==> src/rtl/stopwatch_display_master.sv <==
// BCD stopwatch (mmmm:ss:hh) that mirrors its elapsed time to a display slave
// over AXI4-Lite, coalescing updates so at most one write is ever outstanding.
package stopwatch_display_master_pkg;
  // Ripple BCD increment; digit 3 (tens of seconds) rolls over at 5, all others at 9.
  function automatic logic [31:0] bcd_inc(input logic [31:0] t);
    logic [31:0] r;
    logic        c;
    logic [3:0]  lim;
    r = t;
    c = 1'b1;
    for (int i = 0; i < 8; i++) begin
      lim = (i == 3) ? 4'd5 : 4'd9;
      if (c) begin
        if (r[4*i +: 4] == lim) begin
          r[4*i +: 4] = 4'd0;
        end else begin
          r[4*i +: 4] = r[4*i +: 4] + 4'd1;
          c = 1'b0;
        end
      end
    end
    return r;
  endfunction
endpackage

module stopwatch_display_master #(
  parameter int          AW           = 7,
  parameter int          CLK_FREQ_HZ  = 100000000,
  parameter logic [31:0] DISP_BASE    = 32'd0,
  parameter logic [31:0] FORMAT_VALUE = 32'd0
) (
  input  logic        clk,
  input  logic        resetn,
  input  logic        start,
  input  logic        stop,
  input  logic        clear,
  output logic        running,
  output logic [31:0] elapsed,
  output logic        busy,
  output logic        error,
  stopwatch_display_master_if.master m_axi
);
  import stopwatch_display_master_pkg::*;

  localparam int            PRESCALE      = CLK_FREQ_HZ / 100;
  localparam logic [31:0]   PRESCALE_LAST = 32'(PRESCALE - 1);
  localparam logic [AW-1:0] FMT_ADDR      = AW'(DISP_BASE + 32'h10);
  localparam logic [AW-1:0] TIME_ADDR     = AW'(DISP_BASE + 32'h04);

  localparam logic [1:0] ST_INIT = 2'd0;
  localparam logic [1:0] ST_IDLE = 2'd1;
  localparam logic [1:0] ST_ADDR = 2'd2;
  localparam logic [1:0] ST_RESP = 2'd3;

  logic [1:0]    state_r, state_nxt_s;
  logic [31:0]   prescale_r, prescale_nxt_s;
  logic          running_r, running_nxt_s;
  logic [31:0]   elapsed_r, elapsed_nxt_s;
  logic          pending_r, pending_nxt_s;
  logic          error_r, error_nxt_s;
  logic          busy_r, busy_nxt_s;
  logic [AW-1:0] awaddr_r, awaddr_nxt_s;
  logic          awvalid_r, awvalid_nxt_s;
  logic [31:0]   wdata_r, wdata_nxt_s;
  logic          wvalid_r, wvalid_nxt_s;
  logic          bready_r, bready_nxt_s;
  logic          tick_s, change_s, take_s, aw_ok_s, w_ok_s;

  // Next-state logic for the timebase, the BCD counter and the write FSM.
  always_comb begin
    tick_s        = running_r && (prescale_r == PRESCALE_LAST);
    running_nxt_s = stop ? 1'b0 : (start ? 1'b1 : running_r);

    if (clear || start || tick_s) begin
      prescale_nxt_s = 32'd0;
    end else if (running_r) begin
      prescale_nxt_s = prescale_r + 32'd1;
    end else begin
      prescale_nxt_s = prescale_r;
    end

    // clear outranks a coincident tick
    if (clear) begin
      elapsed_nxt_s = 32'd0;
    end else if (tick_s) begin
      elapsed_nxt_s = bcd_inc(elapsed_r);
    end else begin
      elapsed_nxt_s = elapsed_r;
    end
    change_s = clear ? (elapsed_r != 32'd0) : tick_s;

    state_nxt_s   = state_r;
    awaddr_nxt_s  = awaddr_r;
    wdata_nxt_s   = wdata_r;
    awvalid_nxt_s = awvalid_r;
    wvalid_nxt_s  = wvalid_r;
    bready_nxt_s  = bready_r;
    error_nxt_s   = error_r;
    take_s        = 1'b0;
    aw_ok_s       = !awvalid_r || m_axi.M_AXI_AWREADY;
    w_ok_s        = !wvalid_r || m_axi.M_AXI_WREADY;

    case (state_r)
      ST_INIT: begin
        awaddr_nxt_s  = FMT_ADDR;
        wdata_nxt_s   = FORMAT_VALUE;
        awvalid_nxt_s = 1'b1;
        wvalid_nxt_s  = 1'b1;
        state_nxt_s   = ST_ADDR;
      end
      ST_IDLE: begin
        if (pending_r) begin
          awaddr_nxt_s  = TIME_ADDR;
          wdata_nxt_s   = elapsed_r;
          awvalid_nxt_s = 1'b1;
          wvalid_nxt_s  = 1'b1;
          take_s        = 1'b1;
          state_nxt_s   = ST_ADDR;
        end else begin
          state_nxt_s   = ST_IDLE;
        end
      end
      ST_ADDR: begin
        if (aw_ok_s && w_ok_s) begin
          awvalid_nxt_s = 1'b0;
          wvalid_nxt_s  = 1'b0;
          bready_nxt_s  = 1'b1;
          state_nxt_s   = ST_RESP;
        end else begin
          awvalid_nxt_s = awvalid_r && !m_axi.M_AXI_AWREADY;
          wvalid_nxt_s  = wvalid_r && !m_axi.M_AXI_WREADY;
        end
      end
      ST_RESP: begin
        if (m_axi.M_AXI_BVALID && bready_r) begin
          bready_nxt_s = 1'b0;
          error_nxt_s  = error_r || (m_axi.M_AXI_BRESP != 2'b00);
          state_nxt_s  = ST_IDLE;
        end else begin
          state_nxt_s  = ST_RESP;
        end
      end
      default: begin
        awvalid_nxt_s = 1'b0;
        wvalid_nxt_s  = 1'b0;
        bready_nxt_s  = 1'b0;
        state_nxt_s   = ST_INIT;
      end
    endcase

    // a change arriving while the FSM consumes pending re-arms it for the next write
    pending_nxt_s = (pending_r && !take_s) || change_s;
    busy_nxt_s    = (state_nxt_s != ST_IDLE) || pending_nxt_s;
  end

  // State registers; reset abandons any open transaction at once.
  always_ff @(posedge clk or negedge resetn) begin
    if (!resetn) begin
      state_r    <= ST_INIT;
      prescale_r <= 32'd0;
      running_r  <= 1'b0;
      elapsed_r  <= 32'd0;
      pending_r  <= 1'b0;
      error_r    <= 1'b0;
      busy_r     <= 1'b1;
      awaddr_r   <= {AW{1'b0}};
      awvalid_r  <= 1'b0;
      wdata_r    <= 32'd0;
      wvalid_r   <= 1'b0;
      bready_r   <= 1'b0;
    end else begin
      state_r    <= state_nxt_s;
      prescale_r <= prescale_nxt_s;
      running_r  <= running_nxt_s;
      elapsed_r  <= elapsed_nxt_s;
      pending_r  <= pending_nxt_s;
      error_r    <= error_nxt_s;
      busy_r     <= busy_nxt_s;
      awaddr_r   <= awaddr_nxt_s;
      awvalid_r  <= awvalid_nxt_s;
      wdata_r    <= wdata_nxt_s;
      wvalid_r   <= wvalid_nxt_s;
      bready_r   <= bready_nxt_s;
    end
  end

  assign running              = running_r;
  assign elapsed              = elapsed_r;
  assign busy                 = busy_r;
  assign error                = error_r;
  assign m_axi.M_AXI_AWADDR   = awaddr_r;
  assign m_axi.M_AXI_AWVALID  = awvalid_r;
  assign m_axi.M_AXI_AWPROT   = 3'b000;
  assign m_axi.M_AXI_WDATA    = wdata_r;
  assign m_axi.M_AXI_WSTRB    = 4'hF;
  assign m_axi.M_AXI_WVALID   = wvalid_r;
  assign m_axi.M_AXI_BREADY   = bready_r;
endmodule

==> src/rtl/stopwatch_display_master_if.sv <==
// AXI4-Lite write-only channel bundle between the stopwatch and its display slave.
// Read channels are intentionally absent.
interface stopwatch_display_master_if #(
  parameter int AW = 7
);
  logic [AW-1:0] M_AXI_AWADDR;
  logic          M_AXI_AWVALID;
  logic          M_AXI_AWREADY;
  logic [2:0]    M_AXI_AWPROT;
  logic [31:0]   M_AXI_WDATA;
  logic [3:0]    M_AXI_WSTRB;
  logic          M_AXI_WVALID;
  logic          M_AXI_WREADY;
  logic [1:0]    M_AXI_BRESP;
  logic          M_AXI_BVALID;
  logic          M_AXI_BREADY;

  modport master (
    output M_AXI_AWADDR, M_AXI_AWVALID, M_AXI_AWPROT,
    output M_AXI_WDATA, M_AXI_WSTRB, M_AXI_WVALID,
    output M_AXI_BREADY,
    input  M_AXI_AWREADY, M_AXI_WREADY, M_AXI_BRESP, M_AXI_BVALID
  );

  modport slave (
    input  M_AXI_AWADDR, M_AXI_AWVALID, M_AXI_AWPROT,
    input  M_AXI_WDATA, M_AXI_WSTRB, M_AXI_WVALID,
    input  M_AXI_BREADY,
    output M_AXI_AWREADY, M_AXI_WREADY, M_AXI_BRESP, M_AXI_BVALID
  );
endinterface

==> src/flat_wrapper.sv <==
// flat-port wrapper written by rule: the top's interface ports become plain ports
module stopwatch_display_master_flat import stopwatch_display_master_pkg::*;
#(
  parameter int          AW           = 7,
  parameter int          CLK_FREQ_HZ  = 100000000,
  parameter logic [31:0] DISP_BASE    = 32'd0,
  parameter logic [31:0] FORMAT_VALUE = 32'd0
)
  (clk, resetn, start, stop, clear, running, elapsed, busy, error, m_axi_M_AXI_AWADDR, m_axi_M_AXI_AWVALID, m_axi_M_AXI_AWPROT, m_axi_M_AXI_WDATA, m_axi_M_AXI_WSTRB, m_axi_M_AXI_WVALID, m_axi_M_AXI_BREADY, m_axi_M_AXI_AWREADY, m_axi_M_AXI_WREADY, m_axi_M_AXI_BRESP, m_axi_M_AXI_BVALID);
  stopwatch_display_master_if #(.AW(AW)) m_axi_i ();
  input  logic clk;
  input  logic resetn;
  input  logic start;
  input  logic stop;
  input  logic clear;
  output logic running;
  output logic [31:0] elapsed;
  output logic busy;
  output logic error;
  output wire logic [$bits(m_axi_i.M_AXI_AWADDR)-1:0] m_axi_M_AXI_AWADDR;
  output wire logic [$bits(m_axi_i.M_AXI_AWVALID)-1:0] m_axi_M_AXI_AWVALID;
  output wire logic [$bits(m_axi_i.M_AXI_AWPROT)-1:0] m_axi_M_AXI_AWPROT;
  output wire logic [$bits(m_axi_i.M_AXI_WDATA)-1:0] m_axi_M_AXI_WDATA;
  output wire logic [$bits(m_axi_i.M_AXI_WSTRB)-1:0] m_axi_M_AXI_WSTRB;
  output wire logic [$bits(m_axi_i.M_AXI_WVALID)-1:0] m_axi_M_AXI_WVALID;
  output wire logic [$bits(m_axi_i.M_AXI_BREADY)-1:0] m_axi_M_AXI_BREADY;
  input wire logic [$bits(m_axi_i.M_AXI_AWREADY)-1:0] m_axi_M_AXI_AWREADY;
  input wire logic [$bits(m_axi_i.M_AXI_WREADY)-1:0] m_axi_M_AXI_WREADY;
  input wire logic [$bits(m_axi_i.M_AXI_BRESP)-1:0] m_axi_M_AXI_BRESP;
  input wire logic [$bits(m_axi_i.M_AXI_BVALID)-1:0] m_axi_M_AXI_BVALID;
  assign m_axi_M_AXI_AWADDR = m_axi_i.M_AXI_AWADDR;
  assign m_axi_M_AXI_AWVALID = m_axi_i.M_AXI_AWVALID;
  assign m_axi_M_AXI_AWPROT = m_axi_i.M_AXI_AWPROT;
  assign m_axi_M_AXI_WDATA = m_axi_i.M_AXI_WDATA;
  assign m_axi_M_AXI_WSTRB = m_axi_i.M_AXI_WSTRB;
  assign m_axi_M_AXI_WVALID = m_axi_i.M_AXI_WVALID;
  assign m_axi_M_AXI_BREADY = m_axi_i.M_AXI_BREADY;
  assign m_axi_i.M_AXI_AWREADY = m_axi_M_AXI_AWREADY;
  assign m_axi_i.M_AXI_WREADY = m_axi_M_AXI_WREADY;
  assign m_axi_i.M_AXI_BRESP = m_axi_M_AXI_BRESP;
  assign m_axi_i.M_AXI_BVALID = m_axi_M_AXI_BVALID;
  stopwatch_display_master #(.AW(AW), .CLK_FREQ_HZ(CLK_FREQ_HZ), .DISP_BASE(DISP_BASE), .FORMAT_VALUE(FORMAT_VALUE)) u_core (.clk(clk), .resetn(resetn), .start(start), .stop(stop), .clear(clear), .running(running), .elapsed(elapsed), .busy(busy), .error(error), .m_axi(m_axi_i));
endmodule
==> config.mk <==
export PLATFORM = sky130hd
export DESIGN_NAME = stopwatch_display_master_flat
export DESIGN_NICKNAME = d
export VERILOG_FILES = /design/src/rtl/stopwatch_display_master.sv /design/src/rtl/stopwatch_display_master_if.sv /design/src/flat_wrapper.sv
export SDC_FILE = /design/constraint.sdc
export NUM_CORES = 1
export LEC_CHECK = 0
export BUFFER_PORTS_ARGS = -buffer_cell sky130_fd_sc_hd__buf_2
export CAP_MARGIN = 20
export CORE_ASPECT_RATIO = 1.5
export CORE_MARGIN = 2
export CORE_UTILIZATION = 40
export DETAILED_ROUTE_END_ITERATION = 8
export PLACE_DENSITY = 0.7
export SYNTH_ARGS = -nofsm -noshare
export SYNTH_HDL_FRONTEND = slang
export SYNTH_SLANG_ARGS = --single-unit
==> constraint.sdc <==
create_clock -name clk -period 2.1 [get_ports clk]
set_input_delay 0.21 -clock clk [delete_from_list [all_inputs] [get_ports clk]]
set_output_delay 0.21 -clock clk [all_outputs]
set_load 0.01 [all_outputs]
==> results.cfg, run 1 <==
[outcome]
status = complete, but fails checks
violations = negative setup slack

[logic_synthesis]
async_flop_share = 1.00
ys.flop_type = dfrtp_1
synth_top_family_by_area = simple AND/OR/NAND/NOR gates
synth-seq-area-share = 0.487
synthAdderAreaFrac = 0.0569
synth.distinct_cells = 68
synth_edf_count = 0
synth-simple-area-share = 0.198
muxShareOfSynthArea = 0.0177
synth_area_um2 = 5500
yosys_warnings = 0
ys_seq_elements = 107
syn_avg_cell_area_um2 = 10.3
synthCells = 535
synth-xor-area-share = 0.0478
synth-compound-area-share = 0.137

[pwr]
power_mw = 5.44
leakagePower_nw = 3.48
p_per_area_nw_per_um2 = 770
ir_drop_v = 0.000379

[routing]
drc_errors = 0
vias = 4681
finalWirelength_um = 13800
viasPerCell = 5.51
firstDrtPassIters = 4
first_iter_violations = 276
detail-route-antenna-nets = 0
wl_per_cell_um = 16.2

[grt]
grt_util_all_layers = 0.188
grt.overflow.total = 0
grt_pass1_wl_um = 22400
antenna_found_initial = 0
grt_max_degree = 53
grt_pass1_vias = 4651

[place]
dpl.cell_count = 827
place.detailed.hpwl_um = 10200
place_congestion = 0.807
port_buffers = 81

[floorplanning]
start_util = 0.408
die_w_um = 99.7
die_area_um2 = 14700
ios = 94
die_y_um = 148
core_um2 = 13500
rows = 52

[finish]
antenna_cells = 0
fin_util = 0.524
drive_gt1_frac = 0.320
finalNonFillerCells = 849
area_growth_pct = 28.3
num-nets-final = 717

[cts]
clk_pin_slew_ns = 0.07
cts_root_buffer = clkbuf_16
cts.sink_count = 107
clk_path_buf_depth = 2
cts_tree = yes
cts_max_level = 3
cts_buffers = 9
worstSkewPairLatency_ns = 0.35

[sta]
maxSlewHeadroom = 0.616
holdWs_ns = 0.0617
hold_viol = 0
post-route-min-period_ns = 2.26
finalWorstSetupSlack_ns = -0.157
clock_skew_ns = 0.00891
drv_slew = 0
finalCritPeriodShare = 1.07
max_freq_ghz = 0.443
worst_pin_slew_ns = 0.577
rsz0062_at_grt = yes
setup_tns_ns = -2.88
setup_viol_count_final = 58

[setup_path]
critical_path.cell_chain = or4b_4 -> nor4_4 -> buf_4 -> and3_4 -> buf_6 -> a22oi_1 -> o31ai_1
critPathArrivalTime_ns = 2.52
worstPathRequired_ns = 2.36
startpoint_type = register
cpPeakStageDelay_ns = 0.55
endpoint_kind = register
slowest_stage = or4b_4
cp_max_fo = 6
critPathBufInv = 2
critPathKind = register to register
path_delay_family = simple AND/OR/NAND/NOR gates

[min_path]
min_path_type = input pin to register

[flow_run]
maxCapViolCount = 0
## cell families (layout without fill, tap and decap cells)
family,after synthesis,count (layout)
and+or+nand+nor,198,198
DFF,107,107
AOI/OAI and AO/OA,103,103
buffers and inverters,61,203
xor gates and xnor gates,30,30
adders and majority gates,25,25
muxes,9,9
other,2,12
## registers in the layout (all words and copies together), names as in the netlist, 2 cells and up
name and flops:
u_core.state_r 2, u_core.elapsed 32, u_core.prescale_r 32, u_core.m_axi.M_AXI_AWADDR 2, u_core.m_axi.M_AXI_WDATA 32
## through the flow
| step | setup slack [ns] | area (µm²) |
|---|---|---|
| finish | -0.157 | 7050 |
| global route | -0.278 | 7050 |
| CTS | -0.137 | 6960 |
| detailed placement | -0.173 | 6550 |
| global placement | -0.143 | 6550 |
| floorplan | -0.183 | 5560 |
## report_power, final
group          internal [mW]  switching [mW]  leakage (nW)
logic                  0.538           0.712          1.90
registers               2.29           0.168          1.44
clock network          0.957           0.767         0.148
## Yosys cell counts, drive strengths merged (15+ instances only)
master | n | area, µm²
ha | 25 | 313
nand2 | 34 | 128
xor2 | 25 | 219
clkbuf | 20 | 95.1
buf | 17 | 114
o21ai | 21 | 105
nor2 | 54 | 203
nand3 | 15 | 75.1
dfrtp | 106 | 2650
inv | 24 | 90.1
a22o | 33 | 289
nand4 | 24 | 150
## per-layer routing
metal / GRT usage / vias to the layer above / share of wire
li1: - / 2196 / -
met1: 0.211 / 2318 / 0.39
met2: 0.345 / 139 / 0.54
met3: 0.0350 / 28 / 0.048
met4: 0.0774 / 0 / 0.027
met5: 0 / - / 0
## cell usage in the layout, fill, tap and decap left out, drive strengths merged, types with 9 or more instances in the layout
cell / Yosys / layout
a22o: 33 / 33
and3: 9 / 9
buf: 17 / 161
clkbuf: 20 / 10
conb: 2 / 12
dfrtp: 106 / 106
ha: 25 / 25
inv: 24 / 24
nand2: 34 / 34
nand3: 15 / 15
nand4: 24 / 24
nor2: 54 / 54
nor3: 9 / 9
nor4: 9 / 9
o21ai: 21 / 21
o31ai: 10 / 10
xor2: 25 / 25
## final cells by class
| type | count | area [µm²] |
|---|---|---|
| clock buffers | 10 | 239 |
| inverters | 24 | 90.1 |
| flip-flops and latches | 107 | 2680 |
| repair buffers | 163 | 1080 |
| multi-input cells | 377 | 2690 |
| fillers | 1194 | 6410 |
| clock inverters | 6 | 65.1 |
| well taps | 162 | 203 |
## final timing paths
kind	start	endpoint	slack (ns)	cells after the start
min in group asynchronous	resetn	u_core.m_axi.M_AXI_WDATA[0]	0.35	2
hold / removal	m_axi_M_AXI_WREADY	u_core.m_axi.M_AXI_WVALID	0.06	2
hold reg to reg	u_core.error	u_core.error	0.47	1
setup / recovery	u_core.prescale_r[21]	u_core.elapsed[7]	-0.16	7
max in group asynchronous	resetn	u_core.prescale_r[8]	1.07	3
setup reg to reg	u_core.prescale_r[21]	u_core.elapsed[7]	-0.16	7
## worst register-to-register path: cells and delay by family (launching register included)
family	cells	cell delay [ns]
AND/OR/NAND/NOR	3	1.14
flip-flops	1	0.38
buffers and inverters	2	0.34
AO/OA/AOI/OAI	2	0.29
## timing repair
item | 4_1_cts | 5_1_grt
hold buffers | 2 | 0
setup endpoints to repair | 60 | 63
hold endpoints to repair | 33 | 0
resized for setup | 21 | 14
gates cloned | 0 | 0
buffers inserted | 1 | 2
pin swaps | 8 | 12
(Power assumes the default switching activity.)
==> run 2: changes to the inputs <==
--- a/config.mk
+++ b/config.mk
@@ -11,6 +11,7 @@
 export CORE_MARGIN = 2
 export CORE_UTILIZATION = 40
 export DETAILED_ROUTE_END_ITERATION = 8
+export MAX_ROUTING_LAYER = met4
 export PLACE_DENSITY = 0.7
 export SYNTH_ARGS = -nofsm -noshare
 export SYNTH_HDL_FRONTEND = slang
==> run 2 against run 1 <==
The flow still finishes with violations (negative setup slack). Core utilization about the same. Count of clock-buffer cells in the layout stayed put. Maximum frequency down 0.29%. Cell count stayed put. Register-to-register slack hardly changed. Clock power is essentially flat. Clock skew hardly changed. Non-clock buffer count did not move. Largest power group unchanged.
==> results.cfg, run 2 (synthesis gave the netlist of run 1 again) <==
[setup_path]
startpoint_type = register
r2r_start = u_core.prescale_r[21]
reg2reg_depth = 7
cp_max_fo = 6
critPathArrivalTime_ns = 2.52
worstPathRequired_ns = 2.36
crit_start = u_core.prescale_r[21]
ff2ff_setup_slack_ns = -0.16
critPathKind = register to register
worstSetupEndpoint = u_core.elapsed[7]
worstReg2RegEnd = u_core.elapsed[7]
endpoint_kind = register

[routing]
first_iter_violations = 254
wl_per_cell_um = 16.2
viasPerCell = 5.50
detail-route-antenna-nets = 0
dr_wl_met3_um = 660
drc_errors = 0
dr_wl_met2_um = 7470
maxUsedRoutingLayer = met4
firstDrtPassIters = 7
wl_met1_um = 5340
finalWirelength_um = 13800
vias = 4670

[grt]
grt_max_degree = 53
grt_pass1_wl_um = 22500
grt_pass1_vias = 4635
grt.overflow.total = 0
grt_util_all_layers = 0.194
antenna_found_initial = 0

[floorplanning]
core_um2 = 13500
die_y_um = 148
ios = 94
die_w_um = 99.7
rows = 52
start_util = 0.408
die_area_um2 = 14700

[pwr]
ir_drop_v = 0.000378
intPower_mw = 3.79
switching_power_mw = 1.65
clockPowerShare = 0.317
switching_share = 0.303
p_per_area_nw_per_um2 = 771
sequentialPowerShare = 0.453
p_comb_frac = 0.230
leakagePower_nw = 3.48

[cts]
worstSkewPairLatency_ns = 0.35
cts_max_level = 3
cts_tree = yes
cts.sink_count = 107
clk_path_buf_depth = 2
cts_root_buffer = clkbuf_16
clk_pin_slew_ns = 0.07
cts_buffers = 9

[finish]
drive_gt1_frac = 0.319
layout_common_cells = 104 x dfrtp_1, 80 x buf_2, 75 x buf_4, 52 x nor2_1, 33 x a22o_1
final_common_cell = dfrtp_1
area_growth_pct = 28.2
num-nets-final = 717
antenna_cells = 0
filler_cell_count = 1193

[sta]
drv_slew = 0
rsz0062_at_grt = yes
hold_viol = 0
holdWs_ns = 0.0673
maxSlewHeadroom = 0.622
post-route-min-period_ns = 2.26
setup_viol_count_final = 58
worst_pin_slew_ns = 0.567
setup_tns_ns = -3.02
finalWorstSetupSlack_ns = -0.163
clock_skew_ns = 0.00914
max_freq_ghz = 0.442
finalCritPeriodShare = 1.08

[outcome]
status = complete, but fails checks
violations = negative setup slack

[min_path]
min_path_type = input pin to register
worstHoldStart = m_axi_M_AXI_WREADY

[flow_run]
maxCapViolCount = 0

[place]
place_congestion = 0.818
place.detailed.hpwl_um = 10200
port_buffers = 81
run 2: cell counts in the layout (fill, tap and decap cells not counted):
No cell type changed its count.
run 2: critical path, cell delays in order, from the launching register on:
cell     delay (ns)
dfrtp_1        0.38
or4b_4         0.55
nor4_4         0.35
buf_4          0.19
and3_4         0.24
buf_6          0.14
a22oi_1        0.07
o31ai_1        0.22
run 2: how the worst min path moves through the flow:
stage          cells after the start                     endpoint
2_1_floorplan                      0            u_core.elapsed[0]
5_1_grt                            2    u_core.m_axi.M_AXI_WVALID
6_report                           2    u_core.m_axi.M_AXI_WVALID
3_5_place_dp                       1  u_core.m_axi.M_AXI_WDATA[0]
3_3_place_gp                       1  u_core.m_axi.M_AXI_WDATA[1]
4_1_cts                            2    u_core.m_axi.M_AXI_WVALID
run 2: cell type report:
| class | count | area (µm²) | share of cell area |
|---|---|---|---|
| clock inverter | 6 | 65.1 | 0.00923 |
| multi-input combinational | 377 | 2690 | 0.381 |
| timing repair buffer | 163 | 1080 | 0.154 |
| clock buffer | 10 | 239 | 0.0339 |
| tap | 162 | 203 | 0.0287 |
| sequential | 107 | 2680 | 0.380 |
| inverter | 24 | 90.1 | 0.0128 |
run 2: power by group through the flow:
stage | logic (mW) | clock network (mW) | registers, mW
after floorplan | 0.587 | 0 | 2.60
final | 1.25 | 1.72 | 2.46
after CTS | 1.21 | 1.77 | 2.46
after detailed placement | 1.19 | 0 | 2.50
after global routing | 1.39 | 1.85 | 2.50
after global placement | 1.16 | 0 | 2.48
run 2: routing by layer:
layer,vias up,global-route usage
li1,2198,-
met1,2327,0.213
met2,123,0.345
met3,22,0.0421
met4,0,0.0671
met5,-,-
run 2: repair_timing:
action | CTS | global route
endpoints found under the setup margin | 60 | 63
hold buffers | 2 | 0
endpoints found under the hold margin | 33 | 0
buffers inserted | 1 | 2
pin swaps | 8 | 12
gates resized for setup | 21 | 13
run 2: stage by stage:
step	cell area, µm²	total power [mW]	instances	util	setup slack, ns
global route	7050	5.74	849	0.524	-0.278
global placement	6550	3.64	827	0.486	-0.143
finish	7050	5.44	849	0.524	-0.163
CTS	6960	5.44	846	0.517	-0.137
detailed placement	6550	3.70	827	0.486	-0.173
floorplan	5560	3.19	545	-	-0.183
